[src/rtl/id_stage_ctrl.sv]
// Decode-stage controller: IF/ID and ID/EX registers, control decode, load-use bubbles,
// EX back-pressure and redirect flush. Define ID_ILLEGAL_DET_EN to flag unknown opcodes.
module id_stage_ctrl #(
  parameter int CNT_W = 16
) (
  input  logic             clk,
  input  logic             rst,
  input  logic             if_valid,
  output logic             if_ready,
  input  logic [31:0]      if_instr,
  input  logic [31:0]      if_pc,
  input  logic             ex_stall,
  input  logic             ex_redirect,
  output logic             id_valid,
  output logic [31:0]      id_instr,
  output logic [31:0]      id_pc,
  output logic             ex_valid,
  output logic [31:0]      ex_instr,
  output logic [31:0]      ex_pc,
  output logic [4:0]       ex_rd,
  output logic [4:0]       ex_rs1,
  output logic [4:0]       ex_rs2,
  output logic             ex_reg_write,
  output logic             ex_mem_read,
  output logic             ex_mem_write,
  output logic             ex_branch,
  output logic             ex_jump,
  output logic             ex_alu_src_imm,
  output logic             illegal,
  output logic [CNT_W-1:0] bubble_cnt
);

  logic             r_id_valid;
  logic [31:0]      r_id_instr;
  logic [31:0]      r_id_pc;
  logic             r_ex_valid;
  logic [31:0]      r_ex_instr;
  logic [31:0]      r_ex_pc;
  logic [4:0]       r_ex_rd;
  logic [4:0]       r_ex_rs1;
  logic [4:0]       r_ex_rs2;
  logic             r_ex_reg_write;
  logic             r_ex_mem_read;
  logic             r_ex_mem_write;
  logic             r_ex_branch;
  logic             r_ex_jump;
  logic             r_ex_alu_src_imm;
  logic [CNT_W-1:0] r_bubble_cnt;

  logic       w_rw, w_mr, w_mw, w_br, w_jp, w_imm, w_legal;
  logic       w_uses_rs1, w_uses_rs2;
  logic [4:0] w_rd, w_rs1, w_rs2;
  logic       w_load_use, w_ex_load, w_ex_clear;

  assign w_rd  = r_id_instr[11:7];
  assign w_rs1 = r_id_instr[19:15];
  assign w_rs2 = r_id_instr[24:20];

  always_comb begin
    w_rw       = 1'b0;
    w_mr       = 1'b0;
    w_mw       = 1'b0;
    w_br       = 1'b0;
    w_jp       = 1'b0;
    w_imm      = 1'b0;
    w_legal    = 1'b1;
    w_uses_rs1 = 1'b1;
    w_uses_rs2 = 1'b0;
    case (r_id_instr[6:0])
      7'b0110011: begin w_rw = 1'b1; w_uses_rs2 = 1'b1; end
      7'b0010011: begin w_rw = 1'b1; w_imm = 1'b1; end
      7'b0000011: begin w_rw = 1'b1; w_mr = 1'b1; w_imm = 1'b1; end
      7'b0100011: begin w_mw = 1'b1; w_imm = 1'b1; w_uses_rs2 = 1'b1; end
      7'b1100011: begin w_br = 1'b1; w_uses_rs2 = 1'b1; end
      7'b1101111: begin w_rw = 1'b1; w_jp = 1'b1; w_uses_rs1 = 1'b0; end
      7'b1100111: begin w_rw = 1'b1; w_jp = 1'b1; w_imm = 1'b1; end
      7'b0110111,
      7'b0010111: begin w_rw = 1'b1; w_imm = 1'b1; w_uses_rs1 = 1'b0; end
      default:    w_legal = 1'b0;
    endcase
  end

  // r_ex_rd is already zero for non-writing instructions, so a nonzero match implies a real RAW.
  assign w_load_use = r_id_valid & r_ex_valid & r_ex_mem_read & (r_ex_rd != 5'd0) &
                      ((w_uses_rs1 & (w_rs1 == r_ex_rd)) | (w_uses_rs2 & (w_rs2 == r_ex_rd)));

  // Fetch handshake: a word transfers on a rising edge where if_valid & if_ready are both 1;
  // if_ready depends only on this cycle's redirect/stall/hazard terms, never on if_valid.
  // During a redirect if_ready is 1 but the presented word is dropped by the flush.
  assign if_ready   = ~rst & (ex_redirect | (~ex_stall & ~w_load_use));
  assign w_ex_load  = ~ex_redirect & ~ex_stall & ~w_load_use;
  assign w_ex_clear = ex_redirect | (~ex_stall & w_load_use);

  always_ff @(posedge clk or posedge rst) begin
    if (rst) begin
      r_id_valid       <= 1'b0;
      r_id_instr       <= 32'd0;
      r_id_pc          <= 32'd0;
      r_ex_valid       <= 1'b0;
      r_ex_instr       <= 32'd0;
      r_ex_pc          <= 32'd0;
      r_ex_rd          <= 5'd0;
      r_ex_rs1         <= 5'd0;
      r_ex_rs2         <= 5'd0;
      r_ex_reg_write   <= 1'b0;
      r_ex_mem_read    <= 1'b0;
      r_ex_mem_write   <= 1'b0;
      r_ex_branch      <= 1'b0;
      r_ex_jump        <= 1'b0;
      r_ex_alu_src_imm <= 1'b0;
      r_bubble_cnt     <= '0;
    end else begin
      if (ex_redirect) begin
        r_id_valid <= 1'b0;
      end else if (w_ex_load) begin
        r_id_valid <= if_valid;
        r_id_instr <= if_instr;
        r_id_pc    <= if_pc;
      end
      if (w_ex_clear) begin
        r_ex_valid       <= 1'b0;
        r_ex_rd          <= 5'd0;
        r_ex_rs1         <= 5'd0;
        r_ex_rs2         <= 5'd0;
        r_ex_reg_write   <= 1'b0;
        r_ex_mem_read    <= 1'b0;
        r_ex_mem_write   <= 1'b0;
        r_ex_branch      <= 1'b0;
        r_ex_jump        <= 1'b0;
        r_ex_alu_src_imm <= 1'b0;
      end else if (w_ex_load) begin
        r_ex_valid       <= r_id_valid;
        r_ex_instr       <= r_id_instr;
        r_ex_pc          <= r_id_pc;
        r_ex_rd          <= (r_id_valid & w_rw) ? w_rd : 5'd0;
        r_ex_rs1         <= r_id_valid ? w_rs1 : 5'd0;
        r_ex_rs2         <= r_id_valid ? w_rs2 : 5'd0;
        r_ex_reg_write   <= r_id_valid & w_rw;
        r_ex_mem_read    <= r_id_valid & w_mr;
        r_ex_mem_write   <= r_id_valid & w_mw;
        r_ex_branch      <= r_id_valid & w_br;
        r_ex_jump        <= r_id_valid & w_jp;
        r_ex_alu_src_imm <= r_id_valid & w_imm;
      end
      if (~ex_redirect & ~ex_stall & w_load_use & ~(&r_bubble_cnt))
        r_bubble_cnt <= r_bubble_cnt + CNT_W'(1);
    end
  end

`ifdef ID_ILLEGAL_DET_EN
  logic r_ex_illegal;

  always_ff @(posedge clk or posedge rst) begin
    if (rst)
      r_ex_illegal <= 1'b0;
    else if (w_ex_clear)
      r_ex_illegal <= 1'b0;
    else if (w_ex_load)
      r_ex_illegal <= r_id_valid & ~w_legal;
  end

  assign illegal = r_ex_valid & r_ex_illegal;
`else
  logic w_unused_legal;
  assign w_unused_legal = w_legal;
  assign illegal        = 1'b0;
`endif

  assign id_valid       = r_id_valid;
  assign id_instr       = r_id_instr;
  assign id_pc          = r_id_pc;
  assign ex_valid       = r_ex_valid;
  assign ex_instr       = r_ex_instr;
  assign ex_pc          = r_ex_pc;
  assign ex_rd          = r_ex_rd;
  assign ex_rs1         = r_ex_rs1;
  assign ex_rs2         = r_ex_rs2;
  assign ex_reg_write   = r_ex_reg_write;
  assign ex_mem_read    = r_ex_mem_read;
  assign ex_mem_write   = r_ex_mem_write;
  assign ex_branch      = r_ex_branch;
  assign ex_jump        = r_ex_jump;
  assign ex_alu_src_imm = r_ex_alu_src_imm;
  assign bubble_cnt     = r_bubble_cnt;

endmodule
[config.mk]
export PLATFORM = sky130hd
export DESIGN_NAME = id_stage_ctrl
export DESIGN_NICKNAME = d
export VERILOG_FILES = /design/src/rtl/id_stage_ctrl.sv
export SDC_FILE = /design/constraint.sdc
export NUM_CORES = 1
export LEC_CHECK = 0
export CORE_MARGIN = 1.5
export CORE_UTILIZATION = 40
export DETAILED_ROUTE_END_ITERATION = 12
export DONT_BUFFER_PORTS = 1
export PLACE_DENSITY_LB_ADDON = 0.1
export SLEW_MARGIN = 20
export SYNTH_ARGS = -nofsm -noshare
export SYNTH_HDL_FRONTEND = slang
export SYNTH_SLANG_ARGS = --single-unit
export TNS_END_PERCENT = 50
[constraint.sdc]
create_clock -name clk -period 7.16 [get_ports clk]
set_clock_uncertainty 0.05 [all_clocks]
set_input_delay 1.432 -clock clk [delete_from_list [all_inputs] [get_ports clk]]
set_output_delay 1.432 -clock clk [all_outputs]
set_load 0.1 [all_outputs]
Word-level counts from Yosys, hierarchy flattened
Index checks and enable logic that the tools add are counted.
{"block": "totals", "ff_bits": 167, "in_bits": 69, "word_cells": 100, "output_inout_bits": 169}
{"block": "classes", "reduce_logical": 11, "muxes": 33, "bitwise": 28, "n_addsub": 1, "eq_ne": 11}
{"cell": "$mux W5", "count": 9}
{"cell": "$mux W1", "count": 24}
{"cell": "$eq A7 B6 Y1 const B", "count": 3}
{"cell": "$eq A7 B7 Y1 const B", "count": 3}
{"cell": "$and A1 B1 Y1", "count": 19}
{"cell": "$add A16 B1 Y16 const B", "count": 1}
{"cell": "$reduce_and A16 Y1", "count": 1}
{"cell": "$eq A7 B5 Y1 const B", "count": 2}
{"cell": "$eq A5 B5 Y1", "count": 2}
{"cell": "$eq A7 B2 Y1 const B", "count": 1}
{"cell": "$reduce_or A7 Y1", "count": 1}
{"cell": "$not A1 Y1", "count": 6}
{"cell": "$reduce_or A3 Y1", "count": 2}
{"cell": "$reduce_or A6 Y1", "count": 1}
{"cell": "$reduce_bool A5 Y1", "count": 1}
{"cell": "$reduce_and A2 Y1", "count": 2}
{"cell": "$reduce_bool A2 Y1", "count": 2}
{"cell": "$or A1 B1 Y1", "count": 3}
{"cell": "$reduce_or A2 Y1", "count": 1}

Longest topological paths before layout
{"block": "logic_depth", "ltp_word": 10, "depth_mapped": 9, "ltp_nobuf": 7}

Least setup slack after synthesis
OpenSTA, ideal clock, no wires.
{"block": "synth_path", "path_type": "register -> output", "start": "register r_id_instr[4], in the netlist id_instr[4]", "end": "output if_ready", "required_ps": 5678, "slack_ps": 2487, "arrival_ps": 3191, "stages_incl_launch_ff": 8, "path_cell_list": "dfrtp_1 -> buf_2 -> nand2_1 -> o311ai_2 -> o22ai_2 -> a21oi_1 -> nor2_1 -> nor2_1"}
{"block": "synth_between", "elab_chain_len": 10}
{"item": "start: declaration", "line_no": "34", "source": "logic [31:0] r_id_instr;"}
{"item": "start signal: assignment", "line_no": "117", "source": "r_id_instr <= if_instr;"}
{"item": "$eq A7 B6 Y1, or another cell as far along", "line_no": "69", "source": "case (r_id_instr[6:0])"}
{"item": "$reduce_or A3 Y1 (no line)"}
{"item": "$mux W1", "line_no": "69"}
{"item": "$and A1 B1 Y1", "line_no": "85", "source": "((w_uses_rs1 & (w_rs1 == r_ex_rd)) | (w_uses_rs2 & (w_rs2 == r_ex_rd)));"}
{"item": "$or A1 B1 Y1 *", "line_no": "85"}
{"item": "$and A1 B1 Y1 *", "line_no": "84", "source": "assign w_load_use = r_id_valid & r_ex_valid & r_ex_mem_read & (r_ex_rd != 5'd0) &"}
{"item": "$not A1 Y1 *", "line_no": "90", "source": "assign if_ready = ~rst & (ex_redirect | (~ex_stall & ~w_load_use));"}
{"item": "$and A1 B1 Y1 *", "line_no": "90"}
{"item": "$or A1 B1 Y1 *", "line_no": "90"}
{"item": "$and A1 B1 Y1 *", "line_no": "90"}
{"item": "end: declaration", "line_no": "9", "source": "output logic if_ready,"}
Every way passes the cells marked *; elsewhere a longest branch is shown, timed or not.

Final worst setup path
{"block": "layout_path", "start": "register r_id_instr[5], in the netlist id_instr[5]", "end": "output if_ready"}
The elaborated chain is that of the path after synthesis.

==> out/results.tsv <==
stage	metric	value	unit
run_status	status	completed	
worst_setup_path	critical_path_class	register to primary output	
clock_network	cts_setup_buffers	0	
clock_network	cts_max_level	4	
sta	hold_viol_final	0	
worst_setup_path	setup.worst_path.end	if_ready	
worst_setup_path	path_depth	6	
synthesis	synth_largest_area_cell	dfrtp_1	
drt	drc_errors	0	
power	p_sw	1.727	mW
sta	worstMarginPinSlew	1.118	ns
die	coreArea	0.01790	mm2
synthesis	yosysUniqueCellTypes	48	
power	ir_worst_vdd	0.0002293	V
clock_network	cts_hold_buffers	0	
clock_network	cts_root_buffer	clkbuf_16	
sta	maxSlewViolCount	0	
sta	max_freq	207.4	MHz
sta	relSlewSlack	25.48	%
synthesis	ys_warn_count	0	
worst_setup_path	critPathTopFamily	simple AND/OR/NAND/NOR gates	
clock_network	cts_resized	0	
die	num_rows	49	
power	netSwitchingFraction	49.33	%
place	dp_cells	665	
die	die_area	0.01900	mm2
layout	fin_nets	525	
global_routing	grt.total_usage	16.35	%
synthesis	netlist_instances	447	
global_routing	grt_remaining_overflow	0	
power	combPwrFrac	10.0	%
die	die_y	137.8	um
drt	routed_via_density	5.294	
die	ioPinCount	238	
clock_network	clock_path_buffers	2	
synthesis	synth_edf_count	0	
sta	setup_viol	0	
global_routing	grt_pass1_wl	23070	um
drt	drt_iter0_markers	194	
layout	drive_above_1_share	35.68	%
drt	drtAntennaViolNets	0	
clock_network	cts_buffers	17	
layout	synthToLayoutAreaGrowth	8.964	%
synthesis	syn_area	0.007272	mm2
global_routing	grt_pass1_vias	3852	
power	seq_power_share	64.4	%
sta	post-route-min-period	4.821	ns
layout	instances_no_fill	698	
place	gp_congestion	0.7137	
global_routing	grt_max_degree	82	
synthesis	avgSynthCellArea	16.27	um2
synthesis	synthDominantCellAreaShare	57.47	%
synthesis	ys.flop_type	dfrtp_1	
worst_setup_path	path_cells	nand4b_1 -> o2111ai_1 -> o22ai_2 -> a21oi_1 -> nor2_1 -> nor2_2	
power	p_int	1.773	mW
synthesis	async_reset_ff_share	100.0	%
global_routing	antenna_found_initial	1	
synthesis	synth.top_cells.by_area	dfrtp_1 (57%), mux2_4 (23%), mux2_1 (3.1%), buf_12 (3.0%), xnor2_1 (1.9%)	
power	clock_power_share	25.6	%
sta	fin_tns_setup	0	ns
sta	rsz0062_at_grt	no	
clock_network	cts_sinks	167	
worst_setup_path	cpMaxStageDelayCell	dfrtp_1	
worst_setup_path	r2r_end	id_instr[23]	
worst_setup_path	rrSetupSlack	3.10	ns
worst_setup_path	crit_fanout	9	
drt	drtPass1Iterations	4	
worst_setup_path	max_stage_delay	1.08	ns
power	p_per_area	441.7	mW/mm2
worst_setup_path	cp.arrival	3.34	ns
clock_network	clkSlewWorstSetupHoldPaths	0.07	ns
clock_network	cts_tree	done	
synthesis	synth.net_count	517	
die	chipWidth	137.8	um
sta	period_share	67.33	%
worst_setup_path	critPathLaunchType	register	
die	initial_utilization	40.62	%
worst_setup_path	rr_startpoint	id_instr[5]	
power	totalPowerFinal	3.500	mW
drt	post_drt_wl_per_cell	22.16	um
worst_setup_path	cp.required	5.68	ns
synthesis	ys_seq_area_share	57.47	%
place	port_buffers	0	
worst_setup_path	path_buf_inv	0	
drt	wl	15470	um
drt	routed-via-count	3695	
worst_setup_path	endpoint_kind	primary output	
synthesis	ys_ff_latch	167	
power	p_leak	3.618	nW
place	place_hpwl	10600	um
worst_setup_path	r2r_cells	7	
flow_run	drv_cap	0	
clock_network	insertion_delay	0.43	ns
hold_path	hold_path.class	register to register	
worst_setup_path	cp-startpoint	id_instr[5]	
[metrics by stage]
step                hold WS (ns)  instance area [um2]  setup slack, ns  utilization [%]
floorplan                 0.9109                 7272            1.160                -
detailed placement        0.7644                 7348            2.781            41.05
global route              0.8130                 7921            2.230            44.25
global placement          0.7555                 7348            2.834            41.05
finish                    0.7674                 7924            2.339            44.26
CTS                       0.7741                 7921            2.310            44.25
[worst min path at each step]
stage          slack, ns  cells after the start           from             to
2_1_floorplan       0.91                      2        ex_jump        ex_jump
3_3_place_gp        0.76                      2  bubble_cnt[5]  bubble_cnt[5]
3_5_place_dp        0.76                      4       id_valid       id_valid
4_1_cts             0.77                      4       id_valid       id_valid
5_1_grt             0.81                      2  bubble_cnt[5]  bubble_cnt[5]
6_report            0.77                      4       id_valid       id_valid
[flip-flops by register name (all words and copies together) (netlist names)]
register        count
bubble_cnt         16
ex_alu_src_imm      1
ex_branch           1
ex_instr           32
ex_jump             1
ex_mem_read         1
ex_mem_write        1
ex_pc              32
ex_rd               5
ex_reg_write        1
ex_rs1              5
ex_rs2              5
ex_valid            1
id_instr           32
id_pc              32
id_valid            1
[cell type report]
type,count,area [um2]
clock buffers,19,452.9
well taps,229,286.5
repair buffers,12,90.09
clock inverters,13,120.1
fillers,1590,9978
multi-input cells,256,2784
diodes,1,2.502
flip-flops and latches,167,4179
inverters,1,8.758
[layer usage]
layer  vias to the layer above  share of wire (%)  GRT usage [%]
met5                         -                  0              0
li1                       1616                  -              -
met3                        15                 11          8.094
met1                      1895                 42          20.02
met2                       169                 46          24.53
met4                         0                1.7          6.655
[power groups by stage]
stage / combinational, mW / sequential, mW / clock [mW]
2_1_floorplan: 0.289 / 2.26 / 0
3_3_place_gp: 0.348 / 2.28 / 0
3_5_place_dp: 0.354 / 2.28 / 0
4_1_cts: 0.356 / 2.26 / 0.918
5_1_grt: 0.377 / 2.28 / 0.954
6_report: 0.350 / 2.26 / 0.895
[cell families after synthesis]
| logic type | synth area share [%] |
|---|---|
| buffers and inverters | 4.318 |
| adders and majority gates | 0.1720 |
| DFF | 57.47 |
| AOI/OAI and AO/OA | 3.596 |
| xor gates and xnor gates | 3.011 |
| and+or+nand+nor | 5.644 |
| other | 0.05157 |
| muxes | 25.74 |
[synthesized netlist by cell type (3+ instances only)]
| master | instances |
|---|---|
| nor3_1 | 7 |
| xor2_1 | 9 |
| and3_1 | 5 |
| dfrtp_1 | 167 |
| xnor2_1 | 16 |
| o21ai_1 | 3 |
| nor2_1 | 8 |
| buf_6 | 5 |
| nand2_1 | 12 |
| buf_12 | 11 |
| nand4_1 | 12 |
| a22o_1 | 11 |
| mux2_4 | 109 |
| mux2_1 | 20 |
| nand3_1 | 7 |
| a32o_1 | 7 |
[layout by cell type (no fill, tap or decap), drive strengths merged, types with 2 or more instances in the layout]
| cell | synthesis | routed |
|---|---|---|
| a21oi | 4 | 4 |
| inv | 1 | 4 |
| nand2 | 14 | 14 |
| xor2 | 9 | 9 |
| clkbuf | 3 | 19 |
| dfrtp | 167 | 167 |
| clkinv | 0 | 7 |
| o21ai | 3 | 3 |
| or2 | 2 | 2 |
| mux2 | 129 | 129 |
| nand3 | 7 | 7 |
| nand3b | 2 | 2 |
| nand4 | 12 | 12 |
| a32o | 7 | 7 |
| xnor2 | 16 | 16 |
| nor2b | 2 | 2 |
| nor3 | 7 | 7 |
| clkinvlp | 0 | 2 |
| a22o | 11 | 11 |
| and2 | 2 | 2 |
| nor2 | 8 | 8 |
| buf | 20 | 12 |
| and3 | 6 | 6 |
| nor4 | 2 | 2 |
[worst reg2reg max path: stages, from the launching register on]
cell,delay (ns)
dfrtp_1,1.08
nand4b_1,0.29
o2111ai_1,0.31
o22ai_2,0.16
a21oi_4,0.19
buf_4,0.57
buf_4,0.85
mux2_1,0.44
Power figures use the tool's default switching activity.
